<file path="src/rtl/mux4_rr_arbiter_if.sv">
// Bundle of the request/data inputs and grant/mux outputs shared by the
// round-robin arbiter and the four sources/downstream consumer.
interface mux4_rr_arbiter_if;
  logic [3:0] req;
  logic [3:0] din;
  logic [3:0] grant;
  logic [1:0] sel;
  logic       dout;
  logic       valid;

  modport master (output req, din, input grant, sel, dout, valid);
  modport slave  (input req, din, output grant, sel, dout, valid);
endinterface

</file>
<file path="src/rtl/mux4_rr_arbiter.sv">
// Round-robin arbiter sharing one 1-bit 4:1 mux among four requesters.
// Define ARB_TIMEOUT_EN to force rotation after MAX_HOLD cycles under contention.
module mux4_rr_arbiter #(
  parameter int unsigned MAX_HOLD = 4
) (
  input  logic             clk,
  input  logic             reset_n,
  mux4_rr_arbiter_if.slave bus
);

  typedef enum logic {ST_IDLE = 1'b0, ST_GRANT = 1'b1} state_t;

  if (MAX_HOLD < 1 || MAX_HOLD > 15) begin : g_bad_max_hold
    $error("MAX_HOLD must be in 1..15");
  end

  state_t     r_state, w_state_nxt;
  logic [3:0] r_grant, w_grant_nxt;
  logic [1:0] r_sel, w_sel_nxt;
  logic [1:0] r_ptr, w_ptr_nxt;
  logic       r_dout, w_dout_nxt;
  logic       r_valid, w_valid_nxt;
  logic [2:0] w_pick_any;
  logic       w_take;
  logic [1:0] w_take_idx;

`ifdef ARB_TIMEOUT_EN
  localparam logic [3:0] HOLD_LAST = 4'(MAX_HOLD - 1);
  logic [3:0] r_hold_cnt, w_hold_nxt;
  logic [2:0] w_pick_other;
`endif

  // Returns {found, index} of the first set bit searching p, p+1, p+2, p+3 mod 4.
  function automatic logic [2:0] pick(input logic [3:0] r, input logic [1:0] p);
    logic [2:0] res;
    res = 3'b000;
    for (int i = 3; i >= 0; i--) begin
      if (r[p + 2'(i)]) res = {1'b1, p + 2'(i)};
    end
    return res;
  endfunction

  assign w_pick_any = pick(bus.req, r_ptr);
`ifdef ARB_TIMEOUT_EN
  assign w_pick_other = pick(bus.req & ~r_grant, r_ptr);
`endif

  // NOTE: every comb output gets a default first so no path can infer a latch.
  always_comb begin
    w_state_nxt = r_state;
    w_grant_nxt = r_grant;
    w_sel_nxt   = r_sel;
    w_ptr_nxt   = r_ptr;
    w_dout_nxt  = r_dout;
    w_valid_nxt = r_valid;
    w_take      = 1'b0;
    w_take_idx  = 2'b00;
`ifdef ARB_TIMEOUT_EN
    w_hold_nxt  = r_hold_cnt;
`endif

    case (r_state)
      ST_IDLE: begin
        w_valid_nxt = 1'b0;
        if (w_pick_any[2]) begin
          w_take     = 1'b1;
          w_take_idx = w_pick_any[1:0];
        end
      end
      ST_GRANT: begin
        // r_sel always equals the current owner while granted.
        w_dout_nxt  = bus.din[r_sel];
        w_valid_nxt = 1'b1;
        if (bus.req[r_sel]) begin
`ifdef ARB_TIMEOUT_EN
          if (r_hold_cnt == HOLD_LAST) begin
            if (w_pick_other[2]) begin
              w_take     = 1'b1;
              w_take_idx = w_pick_other[1:0];
            end else begin
              w_hold_nxt = 4'd0;
            end
          end else begin
            w_hold_nxt = r_hold_cnt + 4'd1;
          end
`endif
        end else if (w_pick_any[2]) begin
          w_take     = 1'b1;
          w_take_idx = w_pick_any[1:0];
        end else begin
          w_state_nxt = ST_IDLE;
          w_grant_nxt = 4'b0000;
        end
      end
      default: begin
        w_state_nxt = ST_IDLE;
        w_grant_nxt = 4'b0000;
      end
    endcase

    if (w_take) begin
      w_state_nxt = ST_GRANT;
      w_grant_nxt = 4'b0001 << w_take_idx;
      w_sel_nxt   = w_take_idx;
      w_ptr_nxt   = w_take_idx + 2'd1;
`ifdef ARB_TIMEOUT_EN
      w_hold_nxt  = 4'd0;
`endif
    end
  end

  // NOTE: state registers use non-blocking assignments so all flops update together.
  always_ff @(posedge clk) begin
    if (!reset_n) begin
      r_state    <= ST_IDLE;
      r_grant    <= 4'b0000;
      r_sel      <= 2'b00;
      r_ptr      <= 2'b00;
      r_dout     <= 1'b0;
      r_valid    <= 1'b0;
`ifdef ARB_TIMEOUT_EN
      r_hold_cnt <= 4'd0;
`endif
    end else begin
      r_state    <= w_state_nxt;
      r_grant    <= w_grant_nxt;
      r_sel      <= w_sel_nxt;
      r_ptr      <= w_ptr_nxt;
      r_dout     <= w_dout_nxt;
      r_valid    <= w_valid_nxt;
`ifdef ARB_TIMEOUT_EN
      r_hold_cnt <= w_hold_nxt;
`endif
    end
  end

  assign bus.grant = r_grant;
  assign bus.sel   = r_sel;
  assign bus.dout  = r_dout;
  assign bus.valid = r_valid;

endmodule

</file>
<file path="src/flat_wrapper.sv">
// flat-port wrapper written by rule: the top's interface ports become plain ports
module mux4_rr_arbiter_flat 
#(
  parameter int unsigned MAX_HOLD = 4
)
  (clk, reset_n, bus_req, bus_din, bus_grant, bus_sel, bus_dout, bus_valid);
  mux4_rr_arbiter_if bus_i ();
  input  logic clk;
  input  logic reset_n;
  input wire logic [$bits(bus_i.req)-1:0] bus_req;
  input wire logic [$bits(bus_i.din)-1:0] bus_din;
  output wire logic [$bits(bus_i.grant)-1:0] bus_grant;
  output wire logic [$bits(bus_i.sel)-1:0] bus_sel;
  output wire logic [$bits(bus_i.dout)-1:0] bus_dout;
  output wire logic [$bits(bus_i.valid)-1:0] bus_valid;
  assign bus_i.req = bus_req;
  assign bus_i.din = bus_din;
  assign bus_grant = bus_i.grant;
  assign bus_sel = bus_i.sel;
  assign bus_dout = bus_i.dout;
  assign bus_valid = bus_i.valid;
  mux4_rr_arbiter #(.MAX_HOLD(MAX_HOLD)) u_core (.clk(clk), .reset_n(reset_n), .bus(bus_i));
endmodule
</file>
<file path="config.mk">
export PLATFORM = sky130hd
export DESIGN_NAME = mux4_rr_arbiter_flat
export DESIGN_NICKNAME = d
export VERILOG_FILES = /design/src/rtl/mux4_rr_arbiter_if.sv /design/src/rtl/mux4_rr_arbiter.sv /design/src/flat_wrapper.sv
export SDC_FILE = /design/constraint.sdc
export NUM_CORES = 1
export LEC_CHECK = 0
export ABC_AREA = 1
export CORE_MARGIN = 3
export CORE_UTILIZATION = 40
export DETAILED_ROUTE_END_ITERATION = 8
export PLACE_DENSITY = 0.75
export SLEW_MARGIN = 20
export SYNTH_ARGS = -nofsm -noshare
export SYNTH_HDL_FRONTEND = slang
export SYNTH_SLANG_ARGS = --single-unit
</file>
<file path="constraint.sdc">
create_clock -name clk -period 2.1 [get_ports clk]
set_input_delay 0.42 -clock clk [delete_from_list [all_inputs] [get_ports clk]]
set_output_delay 0.42 -clock clk [all_outputs]
set_load 0.02 [all_outputs]
</file>
==> impl_metrics.csv, run 1 <==
group,metric,value,unit
detailed_routing,drc,0,
clock_network,clockBufferDepth,2,
detailed_routing,met2_length,947,microns
detailed_routing,wl_met1,870,microns
critical_path,required,2.27,ns
floorplan,rows,14,
synthesis,synth_fp_nets,129,
synthesis,netlist_area,737.0,sq um
clock_network,root_buffer,"clkbuf_4",
timing,max_slew_margin,0.8256,
clock_network,cts_buffers,3,
critical_path,startpoint_type,"input port",
place,dp_hpwl,1.406,mm
synthesis,ys_seq_elements,11,
timing,setup_viol,0,
timing,slew_violations,0,
final_layout,mostFrequentLayoutCell,"nand2_1",
flow_run,cap_violations,0,
critical_path,crit_path_end,"u_core.r_ptr[1]",
synthesis,syn_inst,115,
synthesis,ys_top_cells_by_area,"dfxtp_1 30%, nand2_1 18%, nand3_1 8.1%",
place,place.gp.congestion,0.9598,
global_routing,antenna_found_initial,0,
outcome,outcome,"complete, no violations",
detailed_routing,post_drt_wl_per_cell,11.09,microns
final_layout,layout_common_cells,"32 x nand2_1, 17 x clkdlybuf4s50_1, 12 x inv_1, 12 x buf_4",
global_routing,grt_max_degree,11,
critical_path,r2r_slack,0.22,ns
place,numPortBuffers,17,
critical_path,crit_path_start,"bus_req[3]",
timing,final.min_clock_period,1.975,ns
detailed_routing,vias,807,
critical_path,cpMaxStageDelayCell,"clkdlybuf4s50_1",
global_routing,grt_pass1_vias,769,
worst_hold_path,hp-start,"u_core.bus.grant[3]",
critical_path,path_class,"in2reg",
synthesis,synth_top_area_share,0.2988,
detailed_routing,drt_iter0_drc,15,
detailed_routing,top_layer,"met4",
critical_path,max_stage_delay,0.43,ns
clock_network,clock-sinks,11,
floorplan,pin_count,18,
synthesis,synth_top_area_cell,"dfxtp_1",
timing,finalCritPeriodShare,0.9403,
detailed_routing,wl,1.896,mm
timing,worst_slack,0.1253,ns
final_layout,final_net_count,162,
floorplan,core,0.001612,sq mm
detailed_routing,wl_met3,44,microns
place,dpl_worst_slack,-0.2219,ns
pwr,peakVddDrop,1.093,mV
detailed_routing,dr.pass1.iters,4,
final_layout,insertedDiodeCount,0,
critical_path,crit_chain,"clkdlybuf4s50_1 > inv_2 > nand2_1 > nand3_1 > nand2_1 > nor2_2 > nand2_2 > nand2_4 > inv_4 > nand2_4 > inv_2 > ha_1 > o21ai_1 > nor2_1",
timing,whs,0.4815,ns
critical_path,reg2regPathDepth,14,
clock_network,htree_num_levels,1,
clock_network,worstSkewPairLatency,0.27,ns
pwr,total_leakage_power,0.5311,nW
critical_path,cp.arrival,2.14,ns
detailed_routing,antenna_left,0,
clock_network,cts_hold_buf,0,
critical_path,endpoint_kind,"register",
floorplan,die_h,48.93,microns
global_routing,grt_use_total,0.1628,
synthesis,synth_seq_area_share,0.2988,
floorplan,dieArea,0.002394,sq mm
floorplan,initial_core_util,0.4573,
synthesis,yosys_warnings,0,
clock_network,cts_tree,"done",
global_routing,overflow,0,
timing,finalHoldViolCount,0,
floorplan,fp.dieW,48.93,microns
global_routing,grt_pass1_wl,3.146,mm
clock_network,clk_pin_slew,0.07,ns
synthesis,yosysUniqueCellTypes,17,
timing,worst_pin_slew,0.2612,ns
timing,clock.fmax,0.5064,GHz
critical_path,rr_startpoint,"u_core.r_ptr[1]",
detailed_routing,via_per_inst,4.719,
timing,skew,0.0006397,ns
critical_path,path_max_fanout,3,
final_layout,drive_gt1_frac,0.2585,
pwr,power_density,1663,mW/mm^2
worst_hold_path,hp-class,"reg2reg",
timing,fin_setup_tns,0,ns
critical_path,r2r_end,"u_core.r_ptr[1]",
final_layout,syn_to_final_growth,45.67,%
synthesis,syn_area_per_cell,6.408,sq um
-- timing repair --
item | 4_1_cts | 5_1_grt
endpoints found under the setup margin | 0 | 1
gates resized for setup | 0 | 10
setup buffers | 0 | 1
-- flip-flops by register name, summed over array words and instances, names as in the netlist --
| signal | count |
|---|---|
| u_core.bus.sel | 2 |
| u_core.bus.dout | 1 |
| u_core.r_state | 1 |
| u_core.bus.valid | 1 |
| u_core.bus.grant | 4 |
| u_core.r_ptr | 2 |
-- layout make-up --
cell class | instances | area (sq um)
well taps | 24 | 30.03
repair buffers | 29 | 260.3
multi-input cells | 85 | 462.9
fillers | 155 | 538.0
flip-flops and latches | 11 | 221.5
inverters | 18 | 72.57
clock buffers | 4 | 26.28
-- metrics by stage --
step                      instance area, sq um  instances  utilization  power, mW
after floorplan                          737.0        115            -      1.076
after global placement                    1008        166       0.6258      1.542
after detailed placement                  1008        166       0.6258      1.562
after CTS                                 1035        170       0.6421      1.715
after global routing                      1074        171       0.6661      1.939
final                                     1074        171       0.6661      1.785
-- cell usage after synthesis --
library cell  instances
a21oi_1              10
buf_6                 1
dfxtp_1              11
ha_1                  4
inv_1                13
inv_2                 3
inv_4                 2
nand2_1              35
nand2_2               4
nand2_4               2
nand3_1              12
nand4_1               1
nor2_1                6
nor2_2                3
o211ai_1              1
o21ai_0               6
o21ai_2               1
-- report_power, final --
group | internal (mW) | total (mW) | switching (mW)
Combinational | 0.576 | 1.25 | 0.670
Clock | 0.0735 | 0.144 | 0.0704
Sequential | 0.291 | 0.395 | 0.104
Total | 0.941 | 1.79 | 0.845
-- logic make-up (layout without fill, tap and decap cells) --
group,after synthesis,after routing,share of synthesized area
DFF,11,11,0.2988
AOI/OAI and AO/OA,18,18,0.1307
adders and majority gates,4,4,0.06791
and+or+nand+nor,63,63,0.3888
buffers and inverters,19,51,0.1138
-- worst max-delay path: cells and delay by family --
kind / cells / cell delay [ns]
buf+inv: 4 / 0.61
fa+ha+maj: 1 / 0.28
simple gates: 8 / 0.69
compound gates: 1 / 0.12
-- metal layers --
metal,track usage,vias to the layer above
met3,0.03670,5
li1,-,430
met1,0.1912,359
met5,0,-
met4,0.05687,0
met2,0.2873,13
-- worst min path at each step --
stage	endpoint	cells past startpoint
CTS	u_core.bus.grant[3]	2
detailed placement	u_core.bus.grant[3]	2
global route	u_core.bus.grant[1]	2
global placement	u_core.bus.grant[3]	2
floorplan	u_core.bus.valid	2
finish	u_core.bus.grant[3]	2
Power figures use the tool's default switching activity.
==> inputs of run 2 (changes only) <==
--- a/config.mk
+++ b/config.mk
@@ -10,7 +10,7 @@
 export CORE_UTILIZATION = 40
 export DETAILED_ROUTE_END_ITERATION = 8
 export PLACE_DENSITY = 0.75
-export SLEW_MARGIN = 20
+export SLEW_MARGIN = 40
 export SYNTH_ARGS = -nofsm -noshare
 export SYNTH_HDL_FRONTEND = slang
 export SYNTH_SLANG_ARGS = --single-unit
==> results of run 2 <==
Final layout, timing and power as in run 1 (identical DEF).
